$ cat src/rtl/enc_bin2onehot_q_pkg.sv
// Shared constants and types for the binary to one-hot/thermometer encoder:
// mode encoding, error counter width, FIFO occupancy states.
package enc_bin2onehot_q_pkg;

    localparam logic MODE_ONEHOT = 1'b0;
    localparam logic MODE_THERMO = 1'b1;

    localparam int ERR_CNT_W = 8;

    typedef enum logic [1:0] {
        OCC_EMPTY = 2'd0,
        OCC_ONE   = 2'd1,
        OCC_FULL  = 2'd2
    } occ_e;

    function automatic logic [ERR_CNT_W-1:0] sat_inc(input logic [ERR_CNT_W-1:0] v);
        return (&v) ? v : v + ERR_CNT_W'(1);
    endfunction

endpackage

$ cat src/rtl/enc_bin2onehot_q_if.sv
// Code-in / word-out handshake bundle of the encoder; slave is the encoder side.
interface enc_bin2onehot_q_if #(
    parameter int IN_W  = 4,
    parameter int OUT_N = 15
);
    import enc_bin2onehot_q_pkg::*;

    logic                 in_valid;
    logic                 in_ready;
    logic [IN_W-1:0]      in;
    logic                 mode;
    logic                 out_valid;
    logic                 out_ready;
    logic [OUT_N-1:0]     out;
    logic                 out_err;
    logic [ERR_CNT_W-1:0] err_cnt;

    modport slave (
        input  in_valid, in, mode, out_ready,
        output in_ready, out_valid, out, out_err, err_cnt
    );

    modport master (
        output in_valid, in, mode, out_ready,
        input  in_ready, out_valid, out, out_err, err_cnt
    );

endinterface

$ cat src/rtl/enc_skid2.sv
// Two-entry FIFO with fully registered outputs; push_ready never looks at pop_ready.
//
// state     | meaning
// OCC_EMPTY | no word held, pop_valid = 0
// OCC_ONE   | head holds the output word, tail free
// OCC_FULL  | head and tail both hold words, push_ready = 0
module enc_skid2
    import enc_bin2onehot_q_pkg::*;
#(
    parameter int W = 16
) (
    input  logic         clk,
    input  logic         rst,
    input  logic         push_valid,
    output logic         push_ready,
    input  logic [W-1:0] push_data,
    output logic         pop_valid,
    input  logic         pop_ready,
    output logic [W-1:0] pop_data
);

    occ_e         occ;
    logic [W-1:0] head;
    logic [W-1:0] tail;
    logic         push;
    logic         pop;

    assign push     = push_valid && push_ready;
    assign pop      = pop_valid && pop_ready;
    assign pop_data = head;

    always_ff @(posedge clk or negedge rst) begin
        if (!rst) begin
            occ        <= OCC_EMPTY;
            head       <= '0;
            tail       <= '0;
            push_ready <= 1'b0;
            pop_valid  <= 1'b0;
        end else begin
            case (occ)
                OCC_EMPTY: begin
                    // first edge after reset release lands here and opens the input
                    push_ready <= 1'b1;
                    if (push) begin
                        head      <= push_data;
                        occ       <= OCC_ONE;
                        pop_valid <= 1'b1;
                    end
                end
                OCC_ONE: begin
                    if (push && pop) begin
                        head <= push_data;
                    end else if (push) begin
                        tail       <= push_data;
                        occ        <= OCC_FULL;
                        push_ready <= 1'b0;
                    end else if (pop) begin
                        occ       <= OCC_EMPTY;
                        pop_valid <= 1'b0;
                    end
                end
                OCC_FULL: begin
                    if (pop) begin
                        head       <= tail;
                        occ        <= OCC_ONE;
                        push_ready <= 1'b1;
                    end
                end
                default: begin
                    occ        <= OCC_EMPTY;
                    push_ready <= 1'b0;
                    pop_valid  <= 1'b0;
                end
            endcase
        end
    end

endmodule

$ cat src/rtl/enc_bin2onehot_q.sv
// Binary code to one-hot or thermometer word, queued through a two-entry FIFO,
// with a saturating count of out-of-range codes.
module enc_bin2onehot_q
    import enc_bin2onehot_q_pkg::*;
#(
    parameter int IN_W  = 4,
    parameter int OUT_N = 15
) (
    input  logic              clk,
    input  logic              rst,
    enc_bin2onehot_q_if.slave bus
);

    localparam logic [IN_W:0] LIMIT = (IN_W+1)'(OUT_N);

    logic [IN_W:0]    code_x;
    logic [OUT_N-1:0] dec_word;
    logic             dec_err;
    logic             push;
    logic [OUT_N:0]   fifo_out;

    // one extra bit so OUT_N = 2^IN_W still compares correctly
    assign code_x = {1'b0, bus.in};

    always_comb begin
        dec_word = '0;
        dec_err  = (code_x >= LIMIT);
        for (int k = 0; k < OUT_N; k++) begin
            if (bus.mode == MODE_THERMO) begin
                dec_word[k] = ((IN_W+1)'(k) < code_x);
            end else begin
                dec_word[k] = (code_x == (IN_W+1)'(k));
            end
        end
        if (dec_err) begin
            dec_word = '0;
        end
    end

    assign push = bus.in_valid && bus.in_ready;

    always_ff @(posedge clk or negedge rst) begin
        if (!rst) begin
            bus.err_cnt <= '0;
        end else if (push && dec_err) begin
            bus.err_cnt <= sat_inc(bus.err_cnt);
        end
    end

    enc_skid2 #(
        .W(OUT_N + 1)
    ) u_fifo (
        .clk       (clk),
        .rst       (rst),
        .push_valid(bus.in_valid),
        .push_ready(bus.in_ready),
        .push_data ({dec_err, dec_word}),
        .pop_valid (bus.out_valid),
        .pop_ready (bus.out_ready),
        .pop_data  (fifo_out)
    );

    assign bus.out_err = fifo_out[OUT_N];
    assign bus.out     = fifo_out[OUT_N-1:0];

endmodule

$ cat src/flat_wrapper.sv
// flat-port wrapper written by rule: the top's interface ports become plain ports
module enc_bin2onehot_q_flat import enc_bin2onehot_q_pkg::*;
#(
    parameter int IN_W  = 4,
    parameter int OUT_N = 15
)
  (clk, rst, bus_in_valid, bus_in, bus_mode, bus_out_ready, bus_in_ready, bus_out_valid, bus_out, bus_out_err, bus_err_cnt);
  enc_bin2onehot_q_if #(.IN_W(IN_W), .OUT_N(OUT_N)) bus_i ();
  input  logic clk;
  input  logic rst;
  input wire logic [$bits(bus_i.in_valid)-1:0] bus_in_valid;
  input wire logic [$bits(bus_i.in)-1:0] bus_in;
  input wire logic [$bits(bus_i.mode)-1:0] bus_mode;
  input wire logic [$bits(bus_i.out_ready)-1:0] bus_out_ready;
  output wire logic [$bits(bus_i.in_ready)-1:0] bus_in_ready;
  output wire logic [$bits(bus_i.out_valid)-1:0] bus_out_valid;
  output wire logic [$bits(bus_i.out)-1:0] bus_out;
  output wire logic [$bits(bus_i.out_err)-1:0] bus_out_err;
  output wire logic [$bits(bus_i.err_cnt)-1:0] bus_err_cnt;
  assign bus_i.in_valid = bus_in_valid;
  assign bus_i.in = bus_in;
  assign bus_i.mode = bus_mode;
  assign bus_i.out_ready = bus_out_ready;
  assign bus_in_ready = bus_i.in_ready;
  assign bus_out_valid = bus_i.out_valid;
  assign bus_out = bus_i.out;
  assign bus_out_err = bus_i.out_err;
  assign bus_err_cnt = bus_i.err_cnt;
  enc_bin2onehot_q #(.IN_W(IN_W), .OUT_N(OUT_N)) u_core (.clk(clk), .rst(rst), .bus(bus_i));
endmodule
$ cat config.mk
export PLATFORM = sky130hd
export DESIGN_NAME = enc_bin2onehot_q_flat
export DESIGN_NICKNAME = d
export VERILOG_FILES = /design/src/rtl/enc_bin2onehot_q_pkg.sv /design/src/rtl/enc_bin2onehot_q_if.sv /design/src/rtl/enc_skid2.sv /design/src/rtl/enc_bin2onehot_q.sv /design/src/flat_wrapper.sv
export SDC_FILE = /design/constraint.sdc
export NUM_CORES = 1
export LEC_CHECK = 0
export CAP_MARGIN = 0
export CORE_ASPECT_RATIO = 1.2
export CORE_MARGIN = 3
export CORE_UTILIZATION = 54
export DETAILED_ROUTE_END_ITERATION = 16
export PLACE_DENSITY = 0.79
export SLEW_MARGIN = 30
export SYNTH_ARGS = -nofsm -noshare
export SYNTH_HDL_FRONTEND = slang
export SYNTH_SLANG_ARGS = --single-unit
$ cat constraint.sdc
create_clock -name clk -period 2 [get_ports clk]
set_input_delay 0.2 -clock clk [delete_from_list [all_inputs] [get_ports clk]]
set_output_delay 0.2 -clock clk [all_outputs]
set_load 0.01 [all_outputs]
# Yosys cells after proc, flatten, opt, wreduce, memory -nomap -nowiden
# Index checks and enable logic that the tools add are counted.
# word_totals
input_bits	9
out_inout_bits	26
ff_bits	44
wordCells	99
# op_classes
mux	35
addsub	1
n_eq_ne	24
n_bitwise	3
n_reduce_logical	14
magnitude_cmp	16
# ops
op	n
$mux 16	3
$pmux 16 s3	1
$eq 4x4->1 const B	7
$lt 4x4->1 const A	7
$mux 1	22
$eq 4x3->1 const B	4
$lt 3x4->1 const A	4
$mux 15	1
$mux 2	5
$ne 2x2->1 const B	5
$add 8x1->8 const B	1
$eq 4x2->1 const B	2
$lt 1x4->1 const A	2
$lt 2x4->1 const A	2
$reduce_and 4->1	2
$reduce_and 8->1	1
$pmux 1 s3	2
$pmux 2 s3	1
$reduce_and 3->1	2
$logic_not 5->1	1
$reduce_and 5->1	1
$eq 4x1->1 const B	1
$ge 4x4->1 const B	1
$logic_and 1x1->1	4
other kinds (8)	11

# Depth between registers and ports, before layout
# depth
ltp_word	5
ltp_mapped	6
depth_no_buf	5

# Hierarchy
# Synthesis repeated with hierarchy kept, for this count alone.
# unflattened
hier_cells	210
area_unflattened_um2	2597.5
# by_module_without_submodules
mod	area_each_um2	cells_per_inst	instances
enc_skid2	1789.2	107	1
enc_bin2onehot_q	808.3	103	1

# Least setup slack after synthesis
# No wires, ideal clock.
# synth_timing
path_type	flip-flop to flip-flop
from	register u_core.bus.err_cnt[0]
to	register u_core.bus.err_cnt[1]
t_required_ns	1.875
path_stages_with_launch	5
slack_ns	0.359
setup_ns	0.125
t_arrival_ns	1.517
synth_period_minus_slack_ns	1.641
path_cell_list	dfrtp_1 > ha_1 > and3_1 > a211oi_2 > mux2_2
# synth_via
elab_chain_cells	3
elab_cells_between_ends	4
classes_between	1 x add/sub; 1 x bitwise; 2 x reduce/logical
# synth_lines
item	line	rtl
from (decl)	enc_bin2onehot_q_if.sv:20	output in_ready, out_valid, out, out_err, err_cnt
from (signal assigned)	enc_bin2onehot_q.sv:46	bus.err_cnt <= sat_inc(bus.err_cnt);
branches (longest 3 deep; another with $add 8x1->8)	n/a	
# Several ways; the timed one is not identified.
# A chain may end at the register's enable or synchronous reset.

# Worst setup path after layout
# layout_timing
from	register u_core.u_fifo.occ[1]
to	register u_core.u_fifo.head[0], in the netlist u_core.u_fifo.pop_data[0]
# layout_via
elab_chain_cells	3
elab_cells_between_ends	9
classes_between	5 x eq/ne; 1 x mux; 3 x reduce/logical
# layout_lines
item	line	rtl
from (decl)	enc_skid2.sv:22	occ_e occ;
from (signal assigned)	enc_skid2.sv:34	occ <= OCC_EMPTY;
from (signal assigned)	enc_skid2.sv:46	occ <= OCC_ONE;
from (signal assigned)	enc_skid2.sv:55	occ <= OCC_FULL;
$eq 2x1->1, or another cell as far along	enc_skid2.sv:40	case (occ)
$ne 2x2->1 (no line), or another cell as far along	n/a	
$reduce_and 4->1 (no line)	n/a	
to (signal assigned)	enc_skid2.sv:45	head <= push_data;
to (signal assigned)	enc_skid2.sv:52	head <= push_data;
to (signal assigned)	enc_skid2.sv:64	head <= tail;
to (decl)	enc_skid2.sv:23	logic [W-1:0] head;
# Several ways; a longest one is shown, not always the timed one.

==> results.json <==
{
  "outcome": "complete, no violations",
  "drt_iter0_drc": 124,
  "synth_edf_count": 0,
  "power_mw": 1.89,
  "grt_max_degree": 31,
  "yosys_warnings": 0,
  "clock-sinks": 44,
  "cts_tree": "yes",
  "fp-row-count": 26,
  "gr-total-overflow": 0,
  "tightest_slew_ns": 0.479,
  "yosysTopAreaCell": "dfrtp_1",
  "max_freq_mhz": 595,
  "cts_buffer_depth": 2,
  "worstSetupEndpointType": "flip-flop",
  "fin_nets": 305,
  "first_pass_iters": 4,
  "syn_inst": 256,
  "syn_nets": 266,
  "cts-root-buf": "clkbuf_8",
  "crit_path_start_kind": "flip-flop",
  "cp_max_fo": 12,
  "n_fill_cell": 357,
  "yosys.area.top_type_share_pct": 45.6,
  "vias": 1987,
  "totalWireLength_um": 4850,
  "gp_congestion": 0.805,
  "core_um2": 4290,
  "stdcell_count": 352,
  "holdBufCountCts": 1,
  "antenna_found_initial": 0,
  "fin_skew_ns": 0.00428,
  "synth_area_leaders": "dfrtp_1, nand2_1, nor2_1",
  "grt_pass1_wl_um": 8350,
  "drv_slew": 0,
  "power.density_nw_per_um2": 632,
  "cp_data_arrival_time_ns": 1.92,
  "hp-class": "primary input to async pin",
  "synthArstFlopShare_pct": 100,
  "crit_type": "flip-flop to flip-flop",
  "finalSetupTns_ns": 0,
  "multiInputGateArea_um2": 1180,
  "finalSetupViolCount": 0,
  "syn2layout_area_growth_pct": 23.9,
  "crit_chain": "nor2b_1, buf_4, nand2_1, o311ai_1, o21a_1",
  "cpMaxStageDelayCell": "dfrtp_1",
  "track_usage_pct": 20.5,
  "ys_seq_area_share_pct": 45.6,
  "grt_pass1_vias": 1818,
  "cts_resized": 0,
  "critPathRequiredTime_ns": 2.24,
  "dpl_cell_area_um2": 2870,
  "vias_per_cell": 5.64,
  "avgRoutedWirePerCell_um": 13.8,
  "cts_htree_levels": 2,
  "rsz0062_at_grt": "false",
  "p_leak_nw": 1.23,
  "ys_ff_latch": 44,
  "cts_buffers": 5,
  "grt.busiest_layer": "met2",
  "final_cell_mix": "dfrtp_1, nand2_1, clkdlybuf4s50_1, nor2_1, o21ai_0",
  "layout-drive-gt1-share_pct": 13.5,
  "slew_headroom_pct": 67.7,
  "drtAntennaViolNets": 0,
  "drc_errors": 0,
  "die_w_um": 67.0,
  "postLayoutCellArea_um2": 2990,
  "hold_viol": 0,
  "ys_types": 59,
  "grt_util_met1_pct": 26.5,
  "die-area_um2": 5310,
  "cts_setup_buffers": 0,
  "critPathMaxStageDelay_ns": 0.55,
  "syn_area_um2": 2410,
  "hpwl_um": 3570,
  "placed_cells": 343,
  "grt_util_met2_pct": 33.0,
  "antennaDiodeCount": 0,
  "seq_area_um2": 1100,
  "num_io_pins": 35,
  "syn_area_per_cell_um2": 9.43,
  "grt_use_met3_pct": 4.53,
  "ys.flop_type": "dfrtp_1",
  "start_util_pct": 56.2,
  "finalHoldWorstSlack_ns": 0.387,
  "fin_crit_sh_pct": 84.0,
  "layout_commonest_cell": "dfrtp_1",
  "clk_latency_ns": 0.30,
  "period_minus_slack_ns": 1.68,
  "portBuffers": 34,
  "clk_pin_slew_ns": 0.08,
  "die_h_um": 79.3,
  "cap_viol_max_count": 0,
  "ir_drop_mv": 0.510
}
## cells in the mapped netlist (2+ instances only)
| master | count |
|---|---|
| dfrtp_1 | 44 |
| nand2_1 | 41 |
| nor2_1 | 21 |
| o21ai_0 | 15 |
| a31oi_1 | 8 |
| nor3_1 | 8 |
| buf_2 | 7 |
| nand3_1 | 7 |
| a21oi_1 | 6 |
| buf_4 | 5 |
| o21a_1 | 5 |
| buf_6 | 4 |
| clkbuf_1 | 4 |
| mux2_2 | 4 |
| nand2b_1 | 4 |
| nand3b_1 | 4 |
| o41ai_1 | 4 |
| or4_1 | 4 |
| inv_1 | 3 |
| nand4_1 | 3 |
| o211ai_1 | 3 |
| o211ai_2 | 3 |
| or4b_1 | 3 |
| xnor2_1 | 3 |
| and2_1 | 2 |
| and3_1 | 2 |
| nand4b_1 | 2 |
| nor2b_1 | 2 |
| nor3b_1 | 2 |
| o22ai_1 | 2 |
| o2bb2ai_1 | 2 |
| o31ai_1 | 2 |
## logic make-up (layout without fill, tap and decap cells)
family          Yosys count  in the layout  synth area share, %
xor+xnor                  4              4                 1.45
fa+ha+maj                 1              1                0.518
simple gates            113            113                 24.4
mux                       6              6                 2.75
flops                    44             44                 45.6
buf+inv                  23             63                 5.96
compound gates           65             65                 19.3
## final timing paths
check / from / end / slack [ns] / cells past startpoint
max: u_core.u_fifo.occ[1]$_DFFE_PN0P_ / u_core.u_fifo.pop_data[0]$_DFFE_PN0P_ / 0.32 / 5
min: rst / u_core.u_fifo.push_ready$_DFFE_PN0P_ / 0.39 / 2
max reg2reg: u_core.u_fifo.occ[1]$_DFFE_PN0P_ / u_core.u_fifo.pop_data[0]$_DFFE_PN0P_ / 0.32 / 5
min reg2reg: u_core.u_fifo.tail[1]$_DFFE_PN0P_ / u_core.u_fifo.tail[1]$_DFFE_PN0P_ / 0.48 / 2
max in group asynchronous: rst / u_core.u_fifo.tail[12]$_DFFE_PN0P_ / 1.12 / 3
min in group clk: u_core.u_fifo.tail[1]$_DFFE_PN0P_ / u_core.u_fifo.tail[1]$_DFFE_PN0P_ / 0.48 / 2
## stage by stage
stage / worst slack (ns) / util (%)
3_5_place_dp: 0.121 / 66.9
4_1_cts: 0.329 / 69.7
6_report: 0.320 / 69.7
5_1_grt: 0.220 / 69.7
3_3_place_gp: 0.155 / 66.9
2_1_floorplan: 0.359 / -
## routing by layer
metal	wire [um]	part of all wire, %
met4	101	2.1
met3	210	4.3
met5	0	0
met1	2140	44
met2	2400	49
## registers in the layout (all words and copies together) (netlist names)
name                      count
u_core.u_fifo.tail           16
u_core.u_fifo.occ             2
u_core.bus.err_cnt            8
u_core.u_fifo.pop_data       16
u_core.u_fifo.push_ready      1
u_core.u_fifo.pop_valid       1
## power breakdown
group	switching, mW	internal, mW	total [mW]
Clock	0.296	0.371	0.667
Combinational	0.133	0.135	0.268
Sequential	0.0409	0.916	0.957
## critical path, delay by kind of cell (launching register included)
| kind | cells | cell delay, ns |
|---|---|---|
| buffers and inverters | 1 | 0.27 |
| DFF | 1 | 0.55 |
| and+or+nand+nor | 2 | 0.55 |
| AOI/OAI and AO/OA | 2 | 0.25 |
## area by class of cell
class	instances	share of cell area (%)
multi-input combinational	189	39.4
sequential	44	36.8
timing repair buffer	52	17.5
clock buffer	6	2.43
tap	56	2.34
clock inverter	2	1.17
inverter	3	0.376
(Power assumes the default switching activity.)
